File: src/rtl/rz_decode.sv
// Return-to-zero line decoder: classifies high-pulse widths on a WS2812-style line
// into bits and assembles MSB-first 24-bit GRB words, flagging latch gaps and errors.
module rz_decode #(
  parameter int T_THRESH  = 30,
  parameter int HIGH_MIN  = 8,
  parameter int HIGH_MAX  = 60,
  parameter int RESET_CYC = 2500,
  parameter int CNT_W     = 12
) (
  input  logic        clk,
  input  logic        rst_n,
  input  logic        RZ_in,
  output logic [23:0] rx_data,
  output logic        rx_valid,
  output logic        frame_end,
  output logic        rx_err,
  output logic [15:0] pixel_cnt
);

  // state | meaning
  // SYNC  | waiting for a full reset gap before trusting the line
  // IDLE  | between frames, waiting for the first rising edge
  // HIGH  | measuring a high pulse
  // LOW   | measuring the low time after a bit
  typedef enum logic [1:0] {SYNC, IDLE, HIGH, LOW} state_t;

  localparam logic [CNT_W-1:0] C_ONE    = CNT_W'(1);
  localparam logic [CNT_W-1:0] C_THRESH = CNT_W'(T_THRESH);
  localparam logic [CNT_W-1:0] C_HMIN   = CNT_W'(HIGH_MIN);
  localparam logic [CNT_W-1:0] C_HLAST  = CNT_W'(HIGH_MAX - 1);
  localparam logic [CNT_W-1:0] C_RLAST  = CNT_W'(RESET_CYC - 1);

  state_t           state;
  logic             s1;
  logic             in_s;
  logic [CNT_W-1:0] cnt;
  logic [CNT_W-1:0] cnt_inc;
  logic [4:0]       bit_idx;
  logic [23:0]      shift;
  logic             bit_val;

  assign cnt_inc = (&cnt) ? cnt : cnt + C_ONE;
  assign bit_val = (cnt >= C_THRESH);

  always_ff @(posedge clk or negedge rst_n) begin
    if (!rst_n) begin
      s1   <= 1'b0;
      in_s <= 1'b0;
    end else begin
      s1   <= RZ_in;
      in_s <= s1;
    end
  end

  always_ff @(posedge clk or negedge rst_n) begin
    if (!rst_n) begin
      state     <= SYNC;
      cnt       <= '0;
      bit_idx   <= '0;
      shift     <= '0;
      rx_data   <= '0;
      rx_valid  <= 1'b0;
      frame_end <= 1'b0;
      rx_err    <= 1'b0;
      pixel_cnt <= '0;
    end else begin
      rx_valid  <= 1'b0;
      frame_end <= 1'b0;
      rx_err    <= 1'b0;
      case (state)
        SYNC: begin
          bit_idx <= '0;
          if (in_s) begin
            cnt <= '0;
          end else if (cnt >= C_RLAST) begin
            cnt   <= '0;
            state <= IDLE;
          end else begin
            cnt <= cnt_inc;
          end
        end
        IDLE: begin
          bit_idx <= '0;
          if (in_s) begin
            pixel_cnt <= '0;
            cnt       <= C_ONE;
            state     <= HIGH;
          end
        end
        HIGH: begin
          if (in_s) begin
            if (cnt >= C_HLAST) begin
              rx_err  <= 1'b1;
              bit_idx <= '0;
              cnt     <= '0;
              state   <= SYNC;
            end else begin
              cnt <= cnt_inc;
            end
          end else if (cnt < C_HMIN) begin
            rx_err  <= 1'b1;
            bit_idx <= '0;
            cnt     <= '0;
            state   <= SYNC;
          end else begin
            shift <= {shift[22:0], bit_val};
            cnt   <= C_ONE;
            state <= LOW;
            if (bit_idx == 5'd23) begin
              rx_data   <= {shift[22:0], bit_val};
              rx_valid  <= 1'b1;
              pixel_cnt <= pixel_cnt + 16'd1;
              bit_idx   <= '0;
            end else begin
              bit_idx <= bit_idx + 5'd1;
            end
          end
        end
        LOW: begin
          if (in_s) begin
            cnt   <= C_ONE;
            state <= HIGH;
          end else if (cnt >= C_RLAST) begin
            // a latch gap mid-word drops the partial word and flags it
            frame_end <= 1'b1;
            rx_err    <= (bit_idx != 5'd0);
            bit_idx   <= '0;
            cnt       <= '0;
            state     <= IDLE;
          end else begin
            cnt <= cnt_inc;
          end
        end
        default: state <= SYNC;
      endcase
    end
  end

endmodule

File: config.mk
export PLATFORM = sky130hd
export DESIGN_NAME = rz_decode
export DESIGN_NICKNAME = d
export VERILOG_FILES = /design/src/rtl/rz_decode.sv
export SDC_FILE = /design/constraint.sdc
export NUM_CORES = 1
export LEC_CHECK = 0
export BUFFER_PORTS_ARGS = -buffer_cell sky130_fd_sc_hd__buf_2
export CAP_MARGIN = 20
export CELL_PAD_IN_SITES_DETAIL_PLACEMENT = 0
export CELL_PAD_IN_SITES_GLOBAL_PLACEMENT = 1
export CORE_MARGIN = 3
export CORE_UTILIZATION = 48
export CTS_CLUSTER_DIAMETER = 50
export DETAILED_ROUTE_END_ITERATION = 6
export PLACE_DENSITY_LB_ADDON = 0.1
export SLEW_MARGIN = 15
export SYNTH_ARGS = -nofsm -noshare
export SYNTH_HDL_FRONTEND = slang
export SYNTH_SLANG_ARGS = --single-unit
File: constraint.sdc
create_clock -name clk -period 4.91 [get_ports clk]
set_input_delay 0.982 -clock clk [delete_from_list [all_inputs] [get_ports clk]]
set_output_delay 0.982 -clock clk [all_outputs]
set_load 0.02 [all_outputs]
Word level (Yosys, flattened, before mapping). Cells that the tools add are included.

Bits in registers: 87. Input port bits: 3. Output and inout port bits: 43. Word-level logic and storage cells: 84.

Add/sub/neg operators: 3. $lt $le $gt $ge: 4. Equal/unequal tests: 12. Mux-type cells: 42. Bitwise gates (word level): 2. Reduce and logical (&&, ||, !) cells: 10.

Operators with widths (number): two-way mux 12 bit (7); two-way mux 16 bit (4); one-hot mux 12 bit (4 select lines) (1); one-hot mux 16 bit (2 select lines) (1); two-way mux 5 bit (6); adder 16 x 1 -> 16 bit, second input constant (1); one-hot mux 5 bit (3 select lines) (1); two-way mux 2 bit (7); != test 2 bit, second input constant (7); two-way mux 1 bit (13); adder 12 x 1 -> 12 bit, second input constant (1); greater-or-equal comparator 12 bit, second input constant (1); greater-or-equal comparator 12 x 5 -> 1 bit, second input constant (1); greater-or-equal comparator 12 x 6 -> 1 bit, second input constant (1); < comparator 12 x 4 -> 1 bit, second input constant (1); AND reduction 12 bit (1); AND reduction 3 bit (3); one-hot mux 2 bit (4 select lines) (1); adder 5 x 1 -> 5 bit, second input constant (1); equality test 5 bit, second input constant (1); AND reduction 5 bit (1); nonzero test 5 bit (1); equality test 2 bit, second input constant (2); AND reduction 4 bit (1); other kinds (7) (8).

Longest topological paths before layout. Gate-level depths: netlist of run 1.

Depth in word-level cells: 5. Depth in mapped cells: 8. Depth with buffers taken out: 7.

Worst setup path before layout of run 1. No wires, ideal clock.

Kind: register to register. Start point: register state[0]. End point: register pixel_cnt[6]. Library setup time: 0.135 ns. Arrival time: 1.571 ns. Required time: 4.775 ns. Slack: 3.203 ns. Cell stages (with the launch flop): 7. Period minus slack after synthesis: 1.707 ns. Cells stage by stage: dfrtp_1 nand2b_1 buf_6 or3_4 nor4b_2 xnor2_1 nor2_1.

Word-level cells in the longest chain between the ends: 3.

Ends and longest elaborated chain: from (decl) (line 33) `state_t state;`; from (signal assigned) (line 57) `state <= SYNC;`; from (signal assigned) (line 77) `state <= IDLE;`; from (signal assigned) (line 87) `state <= HIGH;`; equality test 2 bit / equality test 2 x 1 -> 1 bit (equally long branches) (line 70) `case (state)`; != test 2 bit (no line) / nonzero test 2 bit (equally long branches); AND reduction 5 bit (no line); to (signal assigned) (line 112) `pixel_cnt <= pixel_cnt + 16'd1;`; to (decl) (line 17) `output logic [15:0] pixel_cnt`.

Several ways; a longest one is shown, not always the timed one. A chain may end at the register's enable or synchronous reset.

Worst setup path after layout of run 1.
Start point: register cnt[1]. End point: register cnt[8].

Word-level cells in the longest chain between the ends: 5.

Ends and longest elaborated chain: from (decl) (line 36) `logic [CNT_W-1:0] cnt;`; from (signal assigned) (line 79) `cnt <= cnt_inc;`; from (signal assigned) (line 98) `cnt <= cnt_inc;`; from (signal assigned) (line 131) `cnt <= cnt_inc;`; adder 12 x 1 -> 12 bit / AND reduction 12 bit (equally long branches) (line 42) `assign cnt_inc = (&cnt) ? cnt : cnt + C_ONE;`; two-way mux 12 bit (line 42); two-way mux 12 bit (on tied branches) (line 75, 123, 92); two-way mux 12 bit (on tied branches) (line 120, 73, 91); one-hot mux 12 bit (4 select lines) (*) (line 70).

Mark *: on every way between the ends. The rest lies on a longest branch, timed or not.

==> out/summary.md, run 1 <==
The detailed router's first-iteration violation count was 113. Antenna diode count: 0. The run gives 0 as the final-report hold violation count. The critical path is of the reg2reg type. In this run the cell area measured after placement is 4310 µm². The tools report the kind of end point of the critical path as a register.

Once layout is done, the placed cells without fillers occupy 4528 µm². From synthesis to final layout, the design area changed by 12.15%. The post-route setup TNS came out at 0 ps. The Yosys warning count came out at 0.

STA classifies the critical path startpoint as a register. The floorplan step defined a die boundary enclosing 9548 µm². Worst min-delay path class: reg2reg.

The xor/xnor cell area share of the yosys netlist is 2.386%, and the post-route minimum period is 2348 ps. The register-to-register path setup slack was 2560 ps. The kind of cell adding the most delay to the critical path is simple AND/OR/NAND/NOR gates. For the number of design rule violations left after detail routing, the log shows 0. Routed wire length per instance: 13.99 µm.

Counting flops with a built-in enable in the synthesized netlist gives 0. The critical path contains buffers and inverters numbering 0 combined. Traced cell by cell, the critical path runs through ha_1 > nor4_1 > a211oi_1 > nor3_1 > nor3_2 > nor2_1. Counting every sink on the clock net gives 87. Setup violations remaining at the end of the flow were counted as 0. The total congestion overflow was 0; the combined global-route utilization of all metal layers was 17.94%. The TritonCTS buffer count was 9. The clock latency at the later pin of the worst-skew pair is 350 ps, and the worst-margin pin slew is 1031 ps. Worst min-delay path startpoint: s1$_DFF_PN0_.

The number of I/O port buffers was 45. The share of flip-flops with an asynchronous set or reset after synthesis was 100.0%; the first-pass GRT wire length was 14150 µm. For the max-slew violation count, the log shows 0. STA puts the critical path data required time at 5110 ps. The synthesized netlist devotes 8.615% of its cell area to compound gates.

Prior to clock tree synthesis, the placed netlist has a worst setup slack of 2497 ps. The cell sitting at the root of the clock tree is a clkbuf_8. The area of the core was 7928 µm²; the number of buffers inserted for hold repair after clock tree synthesis was 0. Dividing the detail-routed via count by the number of cells gives 5.320. The run gives 5428 µm as the placed wire-length estimate. For this run, the slowest stage of the critical path takes 620 ps. The run gives 0 as the number of antenna violations at the first check in global routing. For the normalized max-slew margin, the log shows 31.04%. Hold is met by 356.8 ps.

The count of boundary I/O pins came out at 46. The share of final-layout standard cells stronger than drive strength 1 came out at 17.01%. The floorplan row count was 32; the count of maximum capacitance violations was 0. The sequential element share of the synthesized area was 53.92%; the number of inserted filler cells in the final layout was 761.

VDD sags by at most 162.9 µV. For the final database, setup skew stands at 13.29 ps. The die is 97.72 µm tall. Along the worst path, the maximum fanout reaches 11. The synthesized netlist cell count came out at 438.

After detailed routing, the total wire length is 8170 µm. The routability congestion estimate from global placement was 0.8051. After clock tree synthesis, the setup repair step added 0 buffers. Measured in cells, the most critical reg-to-reg path has a length of 6. After Yosys synthesis, and, or, nand and nor cells account for 28.70% of the synthesized area. TritonCTS built the clock tree.

Setup repair after global routing left no endpoint under its margin. The share of the clock period used by the worst path came out at 47.81%. The tools report the number of H-tree levels as 3.

In this run the static leakage power is 2.318 nW. The portion of synthesized area spent on multiplexers is 0.9916%. Once detail routing completed, the nets flagged for antenna violations numbered 0. In this run, synthesis produced a sequential element count of 87.

Once routing completed, OpenROAD measured the worst setup slack at 2562 ps. The number of buffers between clock root and the deepest sink is 2. The clock edge transition at the registers on the reported setup and hold paths was 90 ps; the synthesized area was 4038 µm². The library cell used most frequently in the layout, excluding fill and tap cells, is nand2_1. The run gives 2540 ps as the data arrival time at the worst-slack endpoint. Count of TritonRoute iterations in the first routing pass: 4.

After the last flow step, the layout net total stands at 487. The worst hold path was traced through 0 stages. After clock tree synthesis, the repair step resized 0 gates. Entering global routing, the biggest net connects 49 pins. Once the floorplan was initialized, standard cells occupied 50.93% of the core.

The synthesized netlist devotes 1.859% of its cell area to adder and majority cells. Summing over every cut layer, the via total after detailed routing is 3107. The largest individual stage delay along the critical path comes from the cell nor3_2.

A synthesized cell averages 9.218 µm². The worst register-to-register path ends at cnt[8]$_DFFE_PN0P_. The run gives 57.12% as the end-of-flow core utilization. The run finished with clean final reports.

Derived from the worst setup path, the maximum achievable clock frequency is 425.9 MHz. For the via count of the first global-routing pass, the log shows 3002. Counting every net in the synthesized netlist gives 447. In the layout the commonest cells are nand2_1, dfrtp_1, buf_2, nor2_1, o21ai_0. Combinational family with the most area after synthesis: simple AND/OR/NAND/NOR gates. Startpoint of the worst-slack reg-to-reg timing path: cnt[1]$_DFFE_PN0P_. Yosys mapped the design onto 58 distinct sky130hd cell types. For this run, the leading register cell type out of synthesis is dfrtp_1. The path with the worst hold slack has its endpoint at in_s$_DFF_PN0_. Power spread over the standard cell area amounts to 287.5 nW/µm². The chip width works out to 97.72 µm.
[sequential cells by signal (all words and copies together), names as in the netlist]
signal and flops:
rx_data 24, shift 23, pixel_cnt 16, cnt 12, bit_idx 5, state 2, frame_end 1, in_s 1
rx_err 1, rx_valid 1, s1 1
[synth_stat cells, types with 6 or more instances]
cell type / n / area share, %
a21oi_1: 8 / 0.99
buf_2: 8 / 0.99
dfrtp_1: 87 / 54
ha_1: 6 / 1.9
inv_1: 11 / 1.0
nand2_1: 155 / 14
nand3_1: 18 / 2.2
nor2_1: 29 / 2.7
nor3_1: 7 / 0.87
o21ai_0: 22 / 2.7
xnor2_1: 10 / 2.2
[how the worst max path moves through the flow]
| stage | startpoint | endpoint | slack [ps] | cells after the start |
|---|---|---|---|---|
| 6_report | cnt[1]$_DFFE_PN0P_ | cnt[8]$_DFFE_PN0P_ | 2560 | 6 |
| 5_1_grt | cnt[1]$_DFFE_PN0P_ | cnt[8]$_DFFE_PN0P_ | 2250 | 6 |
| 4_1_cts | cnt[1]$_DFFE_PN0P_ | cnt[8]$_DFFE_PN0P_ | 2490 | 6 |
| 3_5_place_dp | cnt[1]$_DFFE_PN0P_ | cnt[11]$_DFFE_PN0P_ | 2500 | 6 |
| 3_3_place_gp | cnt[1]$_DFFE_PN0P_ | cnt[8]$_DFFE_PN0P_ | 2680 | 6 |
| 2_1_floorplan | state[0]$_DFFE_PN0P_ | pixel_cnt[6]$_DFFE_PN0P_ | 3200 | 6 |
[where the power goes]
part | total (mW) | internal [mW] | leakage [nW] | switching, mW
clock | 0.551 | 0.289 | 0.112 | 0.262
sequential | 0.724 | 0.719 | 1.21 | 0.00587
combinational | 0.0262 | 0.00654 | 0.998 | 0.0196
total | 1.30 | 1.01 | 2.32 | 0.287
[final cells by class]
cell class | instances | area, µm² | share of cell area [%]
sequential | 87 | 2177 | 48.08
multi-input combinational | 321 | 1718 | 37.94
timing repair buffer | 47 | 242.7 | 5.361
tap | 102 | 127.6 | 2.818
clock buffer | 9 | 123.9 | 2.736
clock inverter | 6 | 93.84 | 2.072
inverter | 12 | 45.04 | 0.9948
[worst reg2reg max path, stage by stage (launching register included)]
cell and delay (ps):
dfrtp_1 470, ha_1 210, nor4_1 60, a211oi_1 580, nor3_1 140, nor3_2 620
nor2_1 130
[per-layer routing]
layer / part of all wire (%) / global-route usage, % / vias to the layer above / wire [µm]
met4: 0.49 / 6.283 / 0 / 40
met5: 0 / 0 / - / 0
met1: 50 / 24.87 / 1514 / 4119
met2: 46 / 28.57 / 35 / 3786
met3: 2.7 / 3.159 / 2 / 224
li1: - / - / 1556 / -
[cells by family (layout without fill, tap and decap cells)]
family | after synthesis | in the layout
xor+xnor | 11 | 11
fa+ha+maj | 6 | 6
simple gates | 247 | 247
mux | 4 | 4
flops | 87 | 87
compound gates | 53 | 53
buf+inv | 30 | 74
[stage by stage]
stage | power (mW) | std cells
floorplan | 0.7473 | 438
global placement | 0.7650 | 569
detailed placement | 0.7659 | 569
CTS | 1.319 | 584
global route | 1.351 | 584
finish | 1.302 | 584
No activity file was read; power rests on OpenSTA's default activity.
==> run 2, diff against run 1 <==
CORE_UTILIZATION = 40   (was 48)
clock period = 2.08 ns   (was 4.91 ns; I/O delays follow)
==> run 2 against run 1 <==
Compared with the run above: final cell count rose by 8.2%; clock power grew 120%; register-to-register slack got worse by 2400 ps; routed wire length increased by 5.9%; clock skew up 1.4 ps; worst setup slack worse by 2400 ps; power grew 130%; via count rose by 1.6%; global-route usage fell by 1.7 points; first-iteration DRC count grew 4.4%; maximum frequency grew 24%.
==> out/summary.md, run 2 (synthesis results as in run 1) <==
The flow ran to the end, and the final reports show no timing, DRC or antenna violations. The clock edge transition at the registers on the reported setup and hold paths came out at 90 ps (about the same). The worst setup timing slack at the placement stage was 104.3 ps (-2393 ps). The achievable frequency is 526.8 MHz (+24%). Among cell families on the critical path, the largest total delay comes from simple AND/OR/NAND/NOR gates. For the combined global-route utilization of all metal layers, the log shows 16.27% (-1.7 points).

On the critical path, the stage with the largest delay is an instance of dfrtp_1. The routability congestion estimate from global placement is 0.8282 (+2.9%). The full die area is 11340 µm² (+19%).

The root buffer cell was clkbuf_8. The mean number of vias per cell is 4.995 (-6.1%), and the number of H-tree levels is 3 (unchanged). The run gives 257.3 µV (+58%) as the worst supply voltage drop on vdd. Relative to the synthesized area, the layout overhead comes to 16.64%.

The logs give 0 (unchanged) for the number of antenna violations at the first check in global routing and 118 (+4.4%) for the detailed router's first-iteration violation count. For the number of setup violations in the final report, the log shows 0 (unchanged). The post-route minimum period came out at 1898 ps (-449.3 ps). The routed wire length per instance is 13.69 µm (-2.2%).

The maximum fanout count along the critical path is 7 (-4). Worst-margin pin slew: 574.6 ps (-456.4 ps). The critical path goes through ha_1 > nand2_1 > nor3_2 > buf_4 > nand4_1 > or3_1 > a21oi_1. The tools report the startpoint of the worst-slack reg-to-reg timing path as bit_idx[1]$_DFFE_PN0P_.

Final critical-path setup slack: 181.6 ps (-2381 ps). First-pass GRT wire length: 14700 µm (+3.9%). Number of buffers between clock root and the deepest sink: 2 (unchanged). rx_data holds more flip-flops than any other register.

The final-report hold violation count was 0 (unchanged); the flip-flop count of the largest register after layout was 24 (unchanged). For the number of routed nets with antenna violations, the log shows 0 (unchanged). In the final layout, the registers with the most flip-flops are rx_data (24), shift (23), pixel_cnt (16). The count of TritonRoute iterations in the first routing pass is 4 (unchanged), and the data arrival time at the worst-slack endpoint is 2180 ps (-360 ps).

The tools report the starting density of the core as 41.31% (-9.6 points). Leaving out fill and tap cells, the most frequent cells in the layout are nand2_1, dfrtp_1, buf_2, nor2_1, o21ai_0. The normalized max-slew margin was 60.71% (+30 points).

The share of the clock period used by the worst path is 91.27% (+43 points), and the pin count of the biggest net entering global routing is 39 (-20%). The chip width was 106.5 µm (+9.0%); the number of clock sinks seen by CTS was 87 (unchanged). The run gives 360 ps (about the same) as the clock latency at the later pin of the worst-skew pair. The worst setup path is launched from a register.

Startpoint-to-endpoint class of the critical path: reg2reg. The number of nets in the layout came out at 503 (+3.3%). The tightest min-delay check is of the in2reg type. The tools report the worst min-delay path startpoint as RZ_in. For the post-route worst hold slack, the log shows 156.8 ps (-200.0 ps). The combined buffer and inverter count along the critical path works out to 1 (+1). For the total design power, the log shows 3.014 mW (+130%). The total congestion overflow was 0 (unchanged); the max-slew violation count was 0 (unchanged). The count of maximum capacitance violations came out at 0 (unchanged). The worst setup path is captured at a register. The run gives 0 (unchanged) as the number of design rule violations left after detail routing. The via count of the first global-routing pass is 2973 (-0.97%).

TritonCTS buffer count: 9 (unchanged). The antenna diode count was 0 (unchanged); the largest stage delay on the critical path was 390 ps (-230 ps). Sum of routed wire length over all layers: 8650 µm (+5.9%). Final setup skew: 14.71 ps (+1.424 ps). The share of final-layout standard cells stronger than drive strength 1 was 19.84% (+2.8 points); the area of the core was 9774 µm² (+23%).

The count of boundary I/O pins is 46 (unchanged), and the floorplan row count is 36 (+13%). The first element of the critical path is bit_idx[1]$_DFFE_PN0P_. Power per cell area: 639.9 nW/µm² (+120%). Leaving out fill and tap cells, the most frequent cell in the layout is nand2_1. TritonCTS built the clock tree. The total via count after detailed routing was 3157 (+1.6%); the vertical die dimension was 106.5 µm (+9.0%).

The endpoint required time on the critical path was 2360 ps (-2750 ps); the placed wire-length estimate was 5788 µm (+6.6%). The run gives 2.394 nW (+3.3%) as the leakage power. The number of I/O port buffers is 45 (unchanged).
## run 2: cell count changes in the layout (fill, tap and decap cells not counted)
cell,delta
inv_6,+1
clkinv_2,-1
buf_12,+2
buf_4,+13
clkinvlp_4,+1
bufinv_16,-1
nor3_1,-2
dlygate4sd3_1,+1
nor3_2,+2
clkbuf_1,+1
## run 2: final cells by class
| class | count | area [µm²] |
|---|---|---|
| fill | 980 | 5065 |
| sequential | 87 | 2177 |
| multi-input combinational | 321 | 1728 |
| timing repair buffer | 63 | 390.4 |
| tap | 133 | 166.4 |
| clock buffer | 10 | 127.6 |
| clock inverter | 6 | 75.07 |
| inverter | 12 | 45.04 |
## run 2: power by group
part,switching [mW],internal (mW)
sequential,0.00804,1.70
combinational,0.0551,0.0279
clock,0.651,0.575
total,0.714,2.30
## run 2: per-layer routing
layer | wire length, µm | GRT usage, %
met1 | 4411 | 23.16
met2 | 3810 | 24.39
met3 | 288 | 2.975
met4 | 140 | 6.941
met5 | 0 | 0
## run 2: worst paths after layout
| check | to | slack (ps) | cells past startpoint |
|---|---|---|---|
| min in group asynchronous | pixel_cnt[14]$_DFFE_PN0P_ | 540 | 2 |
| max reg2reg | pixel_cnt[11]$_DFFE_PN0P_ | 180 | 7 |
| max in group asynchronous | cnt[5]$_DFFE_PN0P_ | 910 | 3 |
| min reg2reg | in_s$_DFF_PN0_ | 360 | 0 |
| max | pixel_cnt[11]$_DFFE_PN0P_ | 180 | 7 |
| min | s1$_DFF_PN0_ | 160 | 1 |
## run 2: what timing repair did
action | in CTS | in global routing
hold buffers | 1 | 0
setup buffers | 0 | 2
endpoints found under the hold margin | 7 | 0
gates resized for setup | 0 | 2
endpoints found under the setup margin | 0 | 6
## run 2: metrics by stage
| step | setup TNS [ps] | area [µm²] | util, % | std cells |
|---|---|---|---|---|
| 2_1_floorplan | 0 | 4038 | - | 438 |
| 3_3_place_gp | 0 | 4472 | 45.75 | 613 |
| 3_5_place_dp | 0 | 4472 | 45.75 | 613 |
| 4_1_cts | 0 | 4684 | 47.93 | 630 |
| 5_1_grt | -46.45 | 4710 | 48.18 | 632 |
| 6_report | 0 | 4710 | 48.18 | 632 |
==> run 3, diff against run 2 <==
GPL_ROUTABILITY_DRIVEN = 0   (was default)
PLACE_DENSITY_LB_ADDON = 0.3   (was 0.1)
==> run 3 against run 2 <==
Compared with the run above: clock power shrank 11%; sequential share of layout area shrank 0.17 points; maximum frequency shrank 0.67%; critical path depth shrank 1; final area grew 0.43%; clock skew shrank 2.3 ps; highest routed layer unchanged; register-to-register slack is essentially flat; core utilization grew 0.20 points; count of clock-buffer cells in the layout is the same.
==> out/summary.md, run 3 (synthesis results as in run 1) <==
Power per cell area: 608.4 nW/µm² (-4.9%). The run gives 2.877 mW (-4.5%) as the total design power. TritonCTS built the clock tree. STA classifies the critical path endpoint as a register.

The logs give 3 (unchanged) for the number of H-tree levels and 0 (unchanged) for the number of antenna violations at the first check in global routing. The antenna diode count was 0 (unchanged). The tools report the normalized max-slew margin as 40.94% (-20 points). The tools report the floorplan row count as 36 (unchanged). The number of I/O port buffers was 45 (unchanged).

The run gives 508 (+0.99%) as the number of nets in the layout. The top cell types in the final layout, fill and taps aside, are nand2_1, dfrtp_1, buf_2, nor2_1, o21ai_0. The most common cell after layout, fill and taps aside was nand2_1.

The finished layout cell area came out at 4730 µm² (+0.43%). The sum of routed wire length over all layers was 8620 µm (-0.35%). The signal on the critical path passes through ha_1 > nor4_2 > a2111oi_0 > o32ai_2 > a21oi_1 > o21ai_0. The number of inserted filler cells in the final layout came out at 996 (+1.6%). The logs give 0 (unchanged) for the number of design rule violations left after detail routing and 0 (unchanged) for the number of setup violations in the final report. The count of maximum capacitance violations is 0 (unchanged). The run finished with clean final reports. The run gives 11340 µm² (unchanged) as the full die area. The multi-input gate area in the final layout was 1749 µm² (+1.2%). The first-pass GRT wire length is 15060 µm (+2.4%), and the flip-flop count of the largest register after layout is 24 (unchanged). The post-place instance area is 4497 µm² (+0.56%), and the register-to-register path setup slack is 170 ps (about the same). Combined flip-flop and latch cell area: 2178 µm² (about the same). The pin count of the biggest net entering global routing was 31 (-21%); the combined buffer and inverter count along the critical path was 0 (-1). The chip width is 106.5 µm (unchanged), and the clock latency at the later pin of the worst-skew pair is 350 ps (about the same).

For the post-route setup TNS, the log shows 0 ps (unchanged). The count of boundary I/O pins is 46 (unchanged). CTS placed an instance of clkbuf_8 at the clock tree root. The final-report hold violation count was 0 (unchanged). Clock edge transition at the registers on the reported setup and hold paths: 90 ps (about the same). The max-slew violation count was 0 (unchanged); the worst-margin pin slew was 881.1 ps (+306.5 ps).

The worst setup path is launched from a register. The largest stage delay on the critical path is 590 ps (+200 ps). Setup repair after global routing left no endpoint under its margin.

The share of the clock period used by the worst path is 91.88% (+0.61 points), and the via count of the first global-routing pass is 3157 (+6.2%). The combined global-route utilization of all metal layers came out at 16.27% (about the same). The tools report the placed wire-length estimate as 5943 µm (+2.7%). The routed wire length per instance was 13.53 µm (-1.1%); the layout overhead on the synthesized area was 17.14%. The critical path in this run is classified as reg2reg. Achievable frequency: 523.3 MHz (-0.67%).

The run gives 172.7 ps (+15.83 ps) as the post-route worst hold slack. The register with the most flip-flops in the final layout is rx_data. The vertical die dimension came out at 106.5 µm (unchanged). The area of the core came out at 9774 µm² (unchanged). The count of TritonRoute iterations in the first routing pass is 4 (unchanged).

The worst hold path belongs to the class in2reg. The total congestion overflow was 0 (unchanged). The final setup skew came out at 12.43 ps (-2.277 ps). The largest registers in the layout are rx_data (24), shift (23), pixel_cnt (16). The maximum fanout count along the critical path is 6 (-1). The cell at the slowest stage of the critical path is a2111oi_0. For the leakage power, the log shows 2.395 nW (about the same).

The endpoint required time on the critical path is 2300 ps (-60 ps), and the post-route minimum period is 1911 ps (+12.71 ps). TritonCTS buffer count: 9 (unchanged). For the starting density of the core, the log shows 41.31% (unchanged).

The logs give 0 (unchanged) for the number of routed nets with antenna violations and 87 (unchanged) for the number of clock sinks seen by CTS. The number of buffers between clock root and the deepest sink came out at 2 (unchanged). The run gives 130 (+10%) as the detailed router's first-iteration violation count. In this design, the largest share of critical-path delay is due to compound AO/OA/AOI/OAI gates. For the worst supply voltage drop on vdd, the log shows 269.5 µV (+4.7%).

The mean number of vias per cell is 4.981 (-0.28%). Data arrival time at the worst-slack endpoint: 2130 ps (-50 ps). Share of final-layout standard cells stronger than drive strength 1: 21.23% (+1.4 points).

The total via count after detailed routing was 3173 (+0.51%).
-- run 3: routing by layer --
layer / global-route usage [%] / share of wire, %
met2: 25.70 / 46
met3: 2.489 / 2.7
met5: 0 / 0
met4: 5.662 / 1.5
met1: 22.91 / 49
-- run 3: cell type report --
type	count	share of cell area [%]
clock buffers	10	2.698
clock inverters	6	1.111
inverters	12	1.005
multi-input cells	322	36.98
flip-flops and latches	87	46.06
well taps	133	3.519
repair buffers	67	8.624
-- run 3: stage by stage --
stage,cells,setup slack (ps),util [%]
finish,637,168.9,48.39
global route,637,12.70,48.39
CTS,635,5.281,47.95
global placement,618,124.4,46.01
detailed placement,618,6.116,46.01
floorplan,438,373.5,-
-- run 3: where the power goes --
part | internal [mW] | total [mW] | switching [mW]
sequential | 1.70 | 1.71 | 0.0128
combinational | 0.0255 | 0.0757 | 0.0502
clock | 0.454 | 1.09 | 0.639
total | 2.18 | 2.88 | 0.702
-- run 3: path summary, 6_finish.rpt --
check	startpoint	cells past startpoint	to
worst max-delay path	cnt[1]$_DFFE_PN0P_	6	bit_idx[3]$_DFFE_PN0P_
worst min-delay path	RZ_in	1	s1$_DFF_PN0_
worst max register to register	cnt[1]$_DFFE_PN0P_	6	bit_idx[3]$_DFFE_PN0P_
worst min register to register	s1$_DFF_PN0_	0	in_s$_DFF_PN0_
max in group asynchronous	rst_n	3	in_s$_DFF_PN0_
min in group asynchronous	rst_n	2	rx_data[15]$_DFFE_PN0P_
-- run 3: timing repair --
item,4_1_cts,5_1_grt
endpoints found under the setup margin,0,22
hold buffers,1,0
buffers inserted,0,1
endpoints found under the hold margin,20,0
gates resized for setup,0,8
